--- src/rtl/systolic_west_feeder.sv ---
// West-edge feeder for the int8 systolic array: buffers activation vectors in a
// FIFO and emits them diagonally skewed so row r lags row 0 by r cycles.
module systolic_west_feeder #(
  parameter int ROWS  = 4,
  parameter int DEPTH = 8
) (
  input  logic              clk,
  input  logic              reset,
  input  logic              s_valid,
  output logic              s_ready,
  input  logic [ROWS*8-1:0] s_data,
  input  logic              s_last,
  input  logic              i_hold,
  output logic [ROWS*8-1:0] o_west,
  output logic [ROWS-1:0]   o_wvalid,
  output logic              o_busy,
  output logic              o_done
);

  localparam int AW = $clog2(DEPTH);
  localparam int CW = $clog2(ROWS);

  typedef enum logic [1:0] {IDLE, STREAM, FLUSH} state_t;

  logic [ROWS*8:0] mem_q [DEPTH];
  logic [AW-1:0]   wr_ptr_q, wr_ptr_d, rd_ptr_q, rd_ptr_d;
  logic [AW:0]     count_q, count_d;
  state_t          state_q, state_d;
  logic [CW-1:0]   cnt_q, cnt_d;
  logic            done_q, done_d;
  logic            busy_q, busy_d;
  logic            push, pop;
  logic [ROWS*8:0] head;
  logic [ROWS*8-1:0] feed_data;
  logic            feed_valid;

  assign s_ready = (count_q < (AW+1)'(DEPTH));
  assign push    = s_valid && s_ready;
  assign pop     = (state_q == STREAM) && !i_hold && (count_q != '0);
  assign head    = mem_q[rd_ptr_q];

  always_comb begin
    wr_ptr_d = wr_ptr_q;
    rd_ptr_d = rd_ptr_q;
    count_d  = count_q;
    if (push) wr_ptr_d = wr_ptr_q + 1'b1;
    if (pop)  rd_ptr_d = rd_ptr_q + 1'b1;
    if (push && !pop)      count_d = count_q + 1'b1;
    else if (!push && pop) count_d = count_q - 1'b1;
  end

  // A push this cycle already counts as pending work, so the first pop happens the cycle after it lands.
  always_comb begin
    state_d = state_q;
    cnt_d   = cnt_q;
    done_d  = 1'b0;
    if (!i_hold) begin
      case (state_q)
        IDLE: begin
          if ((count_q != '0) || push) state_d = STREAM;
        end
        STREAM: begin
          if (pop && head[ROWS*8]) begin
            state_d = FLUSH;
            cnt_d   = CW'(ROWS - 1);
          end
        end
        FLUSH: begin
          if (cnt_q == '0) begin
            state_d = IDLE;
          end else begin
            cnt_d = cnt_q - 1'b1;
            if (cnt_q == CW'(1)) done_d = 1'b1;
          end
        end
        default: state_d = IDLE;
      endcase
    end
    busy_d = (state_d != IDLE);
  end

  always_ff @(posedge clk) begin
    if (push) mem_q[wr_ptr_q] <= {s_last, s_data};
  end

  always_ff @(posedge clk) begin
    if (reset) begin
      wr_ptr_q <= '0;
      rd_ptr_q <= '0;
      count_q  <= '0;
      state_q  <= IDLE;
      cnt_q    <= '0;
      done_q   <= 1'b0;
      busy_q   <= 1'b0;
    end else begin
      wr_ptr_q <= wr_ptr_d;
      rd_ptr_q <= rd_ptr_d;
      count_q  <= count_d;
      state_q  <= state_d;
      cnt_q    <= cnt_d;
      done_q   <= done_d;
      busy_q   <= busy_d;
    end
  end

  assign feed_valid = pop;
  assign feed_data  = pop ? head[ROWS*8-1:0] : '0;

  // Stage 0 is the common output register; lane r adds r further stages.
  for (genvar r = 0; r < ROWS; r++) begin : g_lane
    logic [8:0] st_q [0:r];
    logic [8:0] st_d [0:r];

    always_comb begin
      st_d[0] = {feed_valid, feed_data[8*r +: 8]};
      for (int k = 1; k <= r; k++) st_d[k] = st_q[k-1];
    end

    always_ff @(posedge clk) begin
      if (reset) begin
        for (int k = 0; k <= r; k++) st_q[k] <= '0;
      end else if (!i_hold) begin
        for (int k = 0; k <= r; k++) st_q[k] <= st_d[k];
      end
    end

    assign o_west[8*r +: 8] = st_q[r][7:0];
    assign o_wvalid[r]      = st_q[r][8];
  end

  assign o_busy = busy_q;
  assign o_done = done_q;

endmodule
--- config.mk ---
export PLATFORM = sky130hd
export DESIGN_NAME = systolic_west_feeder
export DESIGN_NICKNAME = d
export VERILOG_FILES = /design/src/rtl/systolic_west_feeder.sv
export SDC_FILE = /design/constraint.sdc
export NUM_CORES = 1
export LEC_CHECK = 0
export BUFFER_PORTS_ARGS = -buffer_cell sky130_fd_sc_hd__buf_2
export CORE_MARGIN = 2
export CORE_UTILIZATION = 30
export CTS_CLUSTER_SIZE = 28
export DETAILED_ROUTE_END_ITERATION = 10
export SLEW_MARGIN = 20
export SYNTH_ARGS = -nofsm -noshare
export SYNTH_HDL_FRONTEND = slang
export SYNTH_SLANG_ARGS = --single-unit
--- constraint.sdc ---
create_clock -name clk -period 3.5 [get_ports clk]
set_input_delay 0.35 -clock clk [delete_from_list [all_inputs] [get_ports clk]]
set_output_delay 0.35 -clock clk [all_outputs]
set_load 0.01 [all_outputs]
# Yosys cells after proc, flatten, opt, wreduce, memory -nomap -nowiden
# Memory sizes are Yosys's and may differ from the RTL's. A register that Yosys moved wholly into a read port is not among the register bits.
# Index checks and enable logic that the tools add are counted.
dict set report totals {
  mem_count 5
  output_inout_bits 39
  inputBits 37
  elab_cells 85
  rom_bits 0
  register_bits 16
  latch_bits 0
  ram_bits 354
}
dict set report op_classes {
  mux 32
  n_mul 0
  shifts 0
  div 0
  magnitude_cmp 1
  n_eq_ne 5
  n_bitwise 11
  n_addsub 5
  reduce_logical 19
}
# memory words word_bits read_ports rd_ports_with_merged_regs wr line
set mem_list {}
lappend mem_list {mem_q 8 33 1 1 1 25} ;# logic [ROWS*8:0] mem_q [DEPTH];
lappend mem_list {{g_lane[3].st_q} 4 9 4 0 4 111} ;# logic [8:0] st_q [0:r];
lappend mem_list {{g_lane[2].st_q} 3 9 3 0 3 111}
lappend mem_list {{g_lane[1].st_q} 2 9 2 0 2 111}
lappend mem_list {{g_lane[0].st_q} 1 9 1 0 1 111}
# operator count
set op_table {}
lappend op_table {{$mux 9} 10}
lappend op_table {{$mux 32} 1}
lappend op_table {{$mux 2} 6}
lappend op_table {{$mux 1} 9}
lappend op_table {{$or 1x1->1} 9}
lappend op_table {{$reduce_or 9->1} 1}
lappend op_table {{$mux 4} 2}
lappend op_table {{$add 3x1->3 const B} 2}
lappend op_table {{$logic_and 1x1->1} 6}
lappend op_table {{$mux 3} 2}
lappend op_table {{$pmux 2 s3} 1}
lappend op_table {{$reduce_bool 2->1} 3}
lappend op_table {{$add 4x1->4 const B} 1}
lappend op_table {{$eq 2x1->1 const B} 2}
lappend op_table {{$logic_not 2->1} 2}
lappend op_table {{$lt 4x4->1 const B} 1}
lappend op_table {{$pmux 2 s2} 1}
lappend op_table {{$reduce_and 4->1} 1}
lappend op_table {{$reduce_bool 4->1} 1}
lappend op_table {{$reduce_or 4->1} 1}
lappend op_table {{$sub 4x1->4 const B} 1}
lappend op_table {{$logic_not 1->1} 3}
lappend op_table {{$eq 2x2->1 const B} 1}
lappend op_table {{$ne 2x1->1 const B} 1}
lappend op_table {{other kinds (4)} 5}

# Logic depth before layout (Yosys ltp)
# Gate-level depths: netlist (run 1).
dict set report logic_depth {
  depth_word 8
  depth_mapped 10
  ltp_nobuf 9
}

# Least setup slack after synthesis (run 1)
# OpenSTA, ideal clock, no wires.
dict set report synth_timing {
  path_type {reg2reg}
  start {register count_q[3]}
  end {memory mem_q[0][0] (netlist bit) (enable)}
  path_stages_with_launch 5
  period_less_slack_ps 3617
  n_path_buf 1
  t_arrival_ps 3153
  setup_slack_ps -117
  t_required_ps 3036
  setup_ps 464
  path_cell_list {dfxtp_1 and2b_2 clkbuf_1 nand2b_1 nor3_1}
}
dict set report synth_via {
  elab_chain_len 4
}
# item line
set synth_rtl {}
lappend synth_rtl {{start: declaration} 27} ;# logic [AW:0] count_q, count_d;
lappend synth_rtl {{start signal: assignment} 98} ;# count_q <= count_d;
lappend synth_rtl {{$lt 4x4->1} 37} ;# assign s_ready = (count_q < (AW+1)'(DEPTH));
lappend synth_rtl {{$logic_and 1x1->1} 38} ;# assign push = s_valid && s_ready;
lappend synth_rtl {{via push} 32} ;# logic push, pop;
lappend synth_rtl {{$mux 1} 83} ;# if (push) mem_q[wr_ptr_q] <= {s_last, s_data};
lappend synth_rtl {{$mux 1 (implied by the code)} 83}
lappend synth_rtl {{end: declaration} 25}
# The timed path passes the listed nets, and every way through them passes these cells.

# Worst setup path in the final report (run 1)
dict set report layout_timing {
  start {register count_q[0]}
  end {register count_q[3]}
}
dict set report layout_via {
  elab_chain_len 5
  elab_cells_between_ends 13
  cone_classes {add/sub: 2; order compare: 1; mux: 2; reduce/logical: 8}
}
# item line
set layout_rtl {}
lappend layout_rtl {{$lt 4x4->1 or $reduce_bool 4->1 (tied branches)} {37, 39}}
lappend layout_rtl {{$logic_and 1x1->1 (on tied branches)} {38, 39}}
lappend layout_rtl {{$logic_not 1->1 (on tied branches)} {49, 48}}
lappend layout_rtl {{$logic_and 1x1->1 (on tied branches)} {49, 48}}
lappend layout_rtl {{$reduce_bool 2->1 (no source line) or $mux 4 (tied branches)} n/a}
# Several ways; a longest one is shown, not always the timed one. The select of a mux whose other input is x is not followed.
# A chain may end at the register's enable or synchronous reset.

==> results.toml, run 1 <==
[synthesis]
synth.avg_cell_area_um2 = 20.6
synth_cell_type_count = 35
netlist.area_leader.share_pct = 75.5
syn_inst = 673
synth_warnings = 0
ys_top_cells_by_area = "edfxtp_1, mux4_2, dfxtp_1"
synth_seq_cells = 367
synth_area_um2 = 13800
syn_nets = 718
ys_seq_area_share_pct = 78.3
synth_area_leader_cell = "edfxtp_1"

[timing]
tightest_slew_ps = 719
min_period_over_period_pct = 73.4
hold_viol_final = 0
finalMaxSlewViolations = 0
max_freq_mhz = 389
setup_viol = 0
slew-limit-headroom_pct = 52.0
finClkSkew_ps = 9.78
final.setup.tns_ps = 0
rsz0062_at_grt = "false"
final.min_clock_period_ps = 2570

[clock_tree]
clkLatencyLatePin_ps = 540
clk_path_buf_depth = 3
numCtsBuffers = 40
cts_hold_buffers = 0
clkSlewWorstSetupHoldPaths_ps = 60
cts_tree = "built"
clockRootBuffer = "clkbuf_16"
clock_sinks = 367
cts_setup_buffers = 0
ctsResizeCount = 0
htree_num_levels = 2

[critical_path]
ff2ff_setup_slack_ps = 930
path_depth = 9
critPathCapture = "count_q[3]"
crit_start = "count_q[0]"
path_class = "reg2reg"
reg2regPathDepth = 9
cp_max_fo = 7
worst_path_most_repeated_cell = "ha_1"
crit_chain = "nor4_1, or3_1, ha_1, inv_1, ha_1, a21oi_1, a211oi_1, a31oi_1, mux2_2"
crit_buf_inv = 1
critPathRequiredTime_ps = 3930
max_stage_delay_ps = 480
timing.rr.start = "count_q[0]"
worst_r2r_endpoint = "count_q[3]"
setup.worst_path.start_class = "flip-flop"
end_kind = "flip-flop"
cpMaxStageDelayCell = "or3_1"
critPathTopFamily = "simple AND/OR/NAND/NOR gates"
crit_arrival_ps = 3000

[power_and_ir_drop]
finalPower_uw = 10500
p_per_area_nw_per_um2 = 639
leakage_uw = 0.00536
ir_drop_mv = 0.306

[drt]
antenna_left = 0
vias = 6266
via_per_inst = 4.48
drt_first_iter_violations = 500
dr.pass1.iters = 4
route.detailed.drc = 0
routed_wl_mm = 27.0
routedWlPerCell_um = 19.3

[global_routing]
gr-total-overflow = 0
grt_pass1_vias = 6548
grt_first_pass_wirelength_mm = 41.2
grt_usage_pct = 11.7
antenna_found_initial = 5
grt_max_degree = 53

[worst_hold_path]
hold_path.class = "in2reg"

[floorplanning]
num_rows = 78
core_area_um2 = 45500
initial_core_util_pct = 30.4
pin_count = 76
dieHeight_um = 219
die_area_um2 = 47900
die_width_um = 219

[finish]
layout.nets = 818
fillers = 4264
area_growth_pct = 18.3
layout-drive-gt1-share_pct = 28.1
final_cell_mix = "edfxtp_1, buf_2, mux4_2, and2_1, nor2_1"
utilization_pct = 36.0
final_common_cell = "edfxtp_1"

[place]
hpwl_mm = 15.2
routabilityCongestion = 0.672
port_buffers = 75

[outcome]
status = "finished, final reports clean"

[run]
maxCapViolations = 0
-- routing by layer --
metal / routed length [um] / up-vias / GRT usage, % / share of wire (%)
met5: 55 / - / 0 / 0.20
li1: - / 2849 / - / -
met3: 1460 / 45 / 3.27 / 5.4
met4: 534 / 8 / 3.42 / 2.0
met2: 12700 / 147 / 18.4 / 47
met1: 12300 / 3217 / 15.8 / 46
-- worst reg2reg max path: stages, from the launching register on --
cell	delay (ps)
dfxtp_1	420
nor4_1	100
or3_1	480
ha_1	240
inv_1	130
ha_1	290
a21oi_1	210
a211oi_1	100
a31oi_1	150
mux2_2	340
-- cells in the mapped netlist --
library cell,count
a211oi_1,2
nor4_1,1
clkbuf_1,14
and2_1,51
nor2b_1,1
nand3_1,1
buf_1,5
mux2i_1,36
or2_1,2
inv_1,5
nand2b_1,8
fa_1,1
inv_2,1
a21oi_1,9
a31oi_1,1
or4_1,1
or3_1,2
edfxtp_1,348
a21o_1,1
xor2_1,3
ha_1,7
and2b_2,1
nor2_1,56
xnor2_1,2
buf_6,2
mux2_2,1
dfxtp_1,19
buf_8,3
nor3_1,4
o21ai_0,3
nand2_1,4
nor4b_1,1
buf_2,7
mux4_2,66
buf_4,4
-- metrics by stage --
stage | cell area, um^2 | hold WS [ps] | setup WS [ps] | instances
floorplan | 13800 | 449 | 349 | 673
global placement | 15100 | 481 | 912 | 1330
detailed placement | 15100 | 496 | 879 | 1330
CTS | 16300 | 50.2 | 923 | 1397
global route | 16400 | 70.6 | 698 | 1398
finish | 16400 | 85.0 | 933 | 1399
-- registers in the layout (all words and copies together) (netlist names), named ones only --
signal and flops:
o_busy 1, state_q 2, cnt_q 2, wr_ptr_q 3, count_q 4, rd_ptr_q 3, g_lane.st_q 84, mem_q 264
o_done 1
-- cell type report --
class                      instances  area, um^2  area share (%)
sequential                       367       10800            66.2
multi-input combinational        265        2860            17.5
clock buffer                      50        1060            6.48
tap                              600         751            4.59
timing repair buffer              93         656            4.01
clock inverter                    17         173            1.06
inverter                           6        22.5           0.138
antenna                            1        2.50          0.0153
-- report_power, final --
part,total (uW),switching [uW],internal [uW]
sequential,5320,171,5150
clock,4020,1600,2420
combinational,1130,570,555
-- worst min-delay path by stage --
stage | startpoint | end | slack (ps) | cells after the start
after floorplan | s_data[0] | mem_q[0][0] | 450 | 0
after global placement | rd_ptr_q[2] | flip-flop | 480 | 2
after detailed placement | rd_ptr_q[2] | flip-flop | 500 | 2
final | s_data[17] | mem_q[0][17] | 90 | 1
after global routing | s_data[10] | mem_q[3][10] | 70 | 1
after CTS | s_data[17] | mem_q[3][17] | 50 | 1
-- cell families (layout without fill, tap and decap cells) --
kind of cell | after synthesis | in the layout | synth area share (%)
other | 0 | 1 | 0
buffers and inverters | 41 | 166 | 1.64
XOR/XNOR | 5 | 5 | 0.317
multiplexers | 103 | 103 | 13.4
flip-flops | 367 | 367 | 78.3
adder cells (fa/ha/maj) | 8 | 8 | 0.778
AND/OR/NAND/NOR | 133 | 133 | 4.93
AO/OA/AOI/OAI | 16 | 16 | 0.642
(Power assumes the default switching activity.)
==> run 2, diff against run 1 <==
Settings changed: ABC_AREA set to 1.
Clock period 3.5 ns to 2.2 ns, I/O delays scaled along.
==> results.toml, run 2 <==
[outcome]
status = "finished with violations"
failed_checks = "design-rule violations"

[timing]
min_period_over_period_pct = 90.3
finClkSkew_ps = 18.0
max_freq_mhz = 504
hold_viol_final = 0
setup_viol = 0
finalMaxSlewViolations = 0
slew-limit-headroom_pct = 67.6
final.min_clock_period_ps = 1990
tightest_slew_ps = 486

[place]
hpwl_mm = 16.4
placed_cells = 1736
placed_cell_area_um2 = 15500
routabilityCongestion = 0.714
port_buffers = 75

[critical_path]
setup.worst_path.start_class = "flip-flop"
critPathCapture = "count_q[3]"
crit_start = "count_q[0]"
crit_chain = "inv_1, nand2_2, nor2_4, nor2_4, inv_4, ha_1, inv_2, ha_1, a21oi_2, nand2_1, a21oi_1, o21ai_1, o21ai_1, a21oi_1"
max_stage_delay_ps = 350
crit_arrival_ps = 2400
worst_r2r_endpoint = "count_q[3]"
path_class = "reg2reg"
cp_max_fo = 5
timing.rr.start = "count_q[0]"
reg2regPathDepth = 14
critPathRequiredTime_ps = 2610
ff2ff_setup_slack_ps = 210
end_kind = "flip-flop"
cpMaxStageDelayCell = "dfxtp_2"

[clock_tree]
clkSlewWorstSetupHoldPaths_ps = 60
clkLatencyLatePin_ps = 540
clk_path_buf_depth = 3
clockRootBuffer = "clkbuf_16"
numCtsBuffers = 38
htree_num_levels = 2
clock_sinks = 367
cts_tree = "built"

[global_routing]
gr-total-overflow = 0
grt_first_pass_wirelength_mm = 46.7
grt_max_degree = 95
grt_pass1_vias = 8093
antenna_found_initial = 3
grt_usage_pct = 12.1

[synthesis]
synth.most_common_cell = "edfxtp_1"
synth_seq_cells = 367
synth_area_leader_cell = "edfxtp_1"
synth_ff_type = "edfxtp_1"
synth_warnings = 0
syn_inst = 1086
synth.avg_cell_area_um2 = 13.1
synth_cell_type_count = 27
ys_seq_area_share_pct = 76.3
netlist.area_leader.share_pct = 73.6
synthArstFlopShare_pct = 0
synth_common_cells = "edfxtp_1, nor2_1, o21ai_0"
synth_area_um2 = 14200
synth_edf_count = 348
ys_top_cells_by_area = "edfxtp_1, nor2_1, o21ai_0"
syn_nets = 1131

[drt]
vias = 8305
drt_first_iter_violations = 642
via_per_inst = 4.52
routedWlPerCell_um = 16.3
route.detailed.drc = 7
antenna_left = 0
routed_wl_mm = 29.9
dr.pass1.iters = 8

[finish]
final_cell_mix = "edfxtp_1, nor2_1, o21ai_0, inv_1, buf_2"
regMostFlops = "mem_q"
top_regs = "mem_q x264, g_lane.st_q x84, count_q x4"
final_common_cell = "edfxtp_1"
finalInstanceArea_um2 = 17000
layout.nets = 1248
layout-drive-gt1-share_pct = 15.8
final_cells = 1838
largest_reg_flops = 264
n_antenna_cell = 0
area_growth_pct = 19.8

[power_and_ir_drop]
ir_drop_mv = 0.536
leakage_uw = 0.00599
p_per_area_nw_per_um2 = 968

[worst_hold_path]
hold_path.class = "in2reg"

[run]
maxCapViolations = 0

[floorplanning]
dieHeight_um = 222
pin_count = 76
core_area_um2 = 46700
die_area_um2 = 49100
initial_core_util_pct = 30.4
die_width_um = 222
num_rows = 79
==> run 2: cell types whose count changed in the layout (fill, tap and decap cells not counted), sizes merged, moves of 13 or more <==
cell | previous run | this run
a31oi | 1 | 32
nor2 | 56 | 267
mux4 | 66 | 0
dlygate4sd3 | 0 | 33
buf | 93 | 106
nand2 | 4 | 33
mux2i | 36 | 0
inv | 6 | 88
o22ai | 0 | 32
o21ai | 3 | 168
and2 | 51 | 0
==> run 2: layout make-up <==
type	instances	area, um^2
clock buffer	44	973
clock inverter	24	188
fill	4459	29600
inverter	86	328
multi-input combinational	571	2760
sequential	367	10800
tap	607	759
timing repair buffer	139	1160
==> run 2: critical path, delay by kind of cell (launching register included) <==
family | cells | cell delay, ps
AO/OA/AOI/OAI | 5 | 510
adder cells (fa/ha/maj) | 2 | 460
buffers and inverters | 3 | 220
flip-flops | 1 | 350
AND/OR/NAND/NOR | 4 | 330
==> run 2: worst min-delay path by stage <==
stage,from,endpoint,slack (ps),depth (start not counted)
global placement,rd_ptr_q[2],rd_ptr_q[2],460,2
CTS,reset,wr_ptr_q[0],8,2
global route,reset,wr_ptr_q[0],40,2
finish,reset,wr_ptr_q[0],30,2
floorplan,reset,wr_ptr_q[0],290,1
detailed placement,rd_ptr_q[2],rd_ptr_q[2],460,2
==> run 2: cell families after synthesis <==
group,after synthesis,synth area share (%)
buffers and inverters,148,4.84
adders and majority gates,8,0.758
AOI/OAI and AO/OA,248,9.34
and+or+nand+nor,314,8.69
DFF,367,76.3
xor gates and xnor gates,1,0.0617
==> run 2: stage by stage <==
| step | setup WS, ps | util (%) | hold slack (ps) | power (uW) | TNS (ps) |
|---|---|---|---|---|---|
| floorplan | -412 | - | 289 | 9770 | -54320 |
| global placement | 56.7 | 33.2 | 460 | 10500 | 0 |
| detailed placement | 34.6 | 33.2 | 461 | 10500 | 0 |
| CTS | 19.3 | 36.4 | 8.21 | 16600 | 0 |
| global route | -2.08 | 36.5 | 37.6 | 17200 | -2.08 |
| finish | 214 | 36.5 | 31.4 | 16500 | 0 |
==> run 2: power breakdown <==
part	internal, uW	switching [uW]	total (uW)
combinational	712	1420	2130
clock	3430	2600	6020
sequential	8170	143	8320
total	12300	4150	16500
==> run 2: repair_timing <==
| item | CTS | global route |
|---|---|---|
| endpoints found under the hold margin | 264 | 0 |
| setup buffers | 0 | 1 |
| hold buffers | 33 | 0 |
| endpoints found under the setup margin | 0 | 1 |
| gates resized for setup | 0 | 10 |
==> run 2: metal layers <==
| metal | wire [um] | global-route usage, % | vias up | share of wire [%] |
|---|---|---|---|---|
| met5 | 32 | 0 | - | 0.11 |
| met4 | 467 | 3.66 | 6 | 1.6 |
| met3 | 1640 | 2.66 | 39 | 5.5 |
| met2 | 14300 | 20.0 | 189 | 48 |
| met1 | 13400 | 16.1 | 3997 | 45 |
| li1 | - | - | 4074 | - |
==> run 3, diff against run 2 <==
Settings changed: PLACE_DENSITY set to 0.53.
==> results.toml, run 3 (synthesized netlist as in run 2, its figures left out) <==
[outcome]
status = "finished with violations"
failed_checks = "design-rule violations"

[run]
maxCapViolations = 0

[place]
hpwl_mm = 16.5
routabilityCongestion = 0.689
placed_cell_area_um2 = 15500
port_buffers = 75

[timing]
hold_viol_final = 0
tightest_slew_ps = 443
setup_viol = 0
finalMaxSlewViolations = 0
max_freq_mhz = 502
finalHoldWorstSlack_ps = 35.2
final.setup.tns_ps = 0
final.min_clock_period_ps = 1990
finClkSkew_ps = 18.2
min_period_over_period_pct = 90.6
slew-limit-headroom_pct = 70.5
rsz0062_at_grt = "false"

[finish]
final_cell_mix = "edfxtp_1, nor2_1, o21ai_0, inv_1, buf_2"
fillers = 4530
largest_reg_flops = 264
n_antenna_cell = 0
regMostFlops = "mem_q"
top_regs = "mem_q x264, g_lane.st_q x84, count_q x4"
layout.nets = 1244
area_growth_pct = 19.8
finalInstanceArea_um2 = 17000
layout-drive-gt1-share_pct = 14.9
final_common_cell = "edfxtp_1"
utilization_pct = 36.5

[power_and_ir_drop]
p_per_area_nw_per_um2 = 979
leakage_uw = 0.00597
ir_drop_mv = 0.514
finalPower_uw = 16700

[drt]
vias = 8363
antenna_left = 0
via_per_inst = 4.56
drt_first_iter_violations = 643
routedWlPerCell_um = 17.0
routed_wl_mm = 31.1
route.detailed.drc = 6
dr.pass1.iters = 8

[global_routing]
grt_pass1_vias = 8348
grt_usage_pct = 12.7
grt_first_pass_wirelength_mm = 49.0
antenna_found_initial = 3
gr-total-overflow = 0
grt_max_degree = 69

[clock_tree]
clk_path_buf_depth = 3
clock_sinks = 367
htree_num_levels = 2
clkSlewWorstSetupHoldPaths_ps = 60
cts_tree = "built"
clkLatencyLatePin_ps = 540
numCtsBuffers = 38
clockRootBuffer = "clkbuf_16"

[critical_path]
cpMaxStageDelayCell = "dfxtp_2"
critPathTopFamily = "compound AO/OA/AOI/OAI gates"
critPathRequiredTime_ps = 2610
end_kind = "flip-flop"
cp_max_fo = 3
worst_path_most_repeated_cell = "a21oi_1"
crit_arrival_ps = 2410
max_stage_delay_ps = 350
setup.worst_path.start_class = "flip-flop"
path_class = "reg2reg"
crit_buf_inv = 3
crit_chain = "inv_1, nand2_1, nor2_4, nor2_4, inv_4, ha_1, inv_2, ha_1, a21oi_1, nand2_1, a21oi_1, o21ai_0, o21ai_1, a21oi_1"

[floorplanning]
dieHeight_um = 222
die_width_um = 222
num_rows = 79
core_area_um2 = 46700
pin_count = 76
initial_core_util_pct = 30.4
die_area_um2 = 49100

[worst_hold_path]
hold_path.class = "in2reg"
==> run 3: cell type report <==
class,count,area [um^2],share of cell area [%]
sequential,367,10800,63.7
clock inverter,15,163,0.956
multi-input combinational,571,2750,16.2
inverter,86,328,1.93
tap,607,759,4.47
clock buffer,51,1020,6.02
timing repair buffer,135,1150,6.74
==> run 3: final timing paths <==
kind / startpoint / endpoint / slack [ps] / depth (start not counted)
max: count_q[1] / count_q[3] / 210 / 14
min: reset / wr_ptr_q[0] / 40 / 2
max reg2reg: count_q[1] / count_q[3] / 210 / 14
min reg2reg: rd_ptr_q[2] / rd_ptr_q[2] / 470 / 2
==> run 3: per-layer routing <==
metal | wire length, um | track usage [%] | vias up
li1 | - | - | 4065
met1 | 14200 | 16.9 | 4072
met2 | 14800 | 21.1 | 170
met3 | 1380 | 2.52 | 50
met4 | 617 | 3.84 | 6
met5 | 33 | 0 | -
==> run 3: report_power, final <==
part / internal, uW / switching, uW / total [uW]
Combinational: 704 / 1420 / 2120
Sequential: 8170 / 146 / 8320
Clock: 3630 / 2580 / 6210
Total: 12500 / 4150 / 16700
==> run 3: metrics by stage <==
step / std cells / setup slack, ps
6_report: 1832 / 207
5_1_grt: 1832 / 25.6
4_1_cts: 1831 / 78.4
3_5_place_dp: 1732 / 83.6
3_3_place_gp: 1732 / 81.4
2_1_floorplan: 1086 / -412
==> run 3: what timing repair did <==
| item | in CTS | in global routing |
|---|---|---|
| setup buffers | 0 | 1 |
| gates resized for setup | 0 | 6 |
| endpoints found under the hold margin | 264 | 0 |
| setup endpoints to repair | 0 | 2 |
| hold buffers | 33 | 0 |
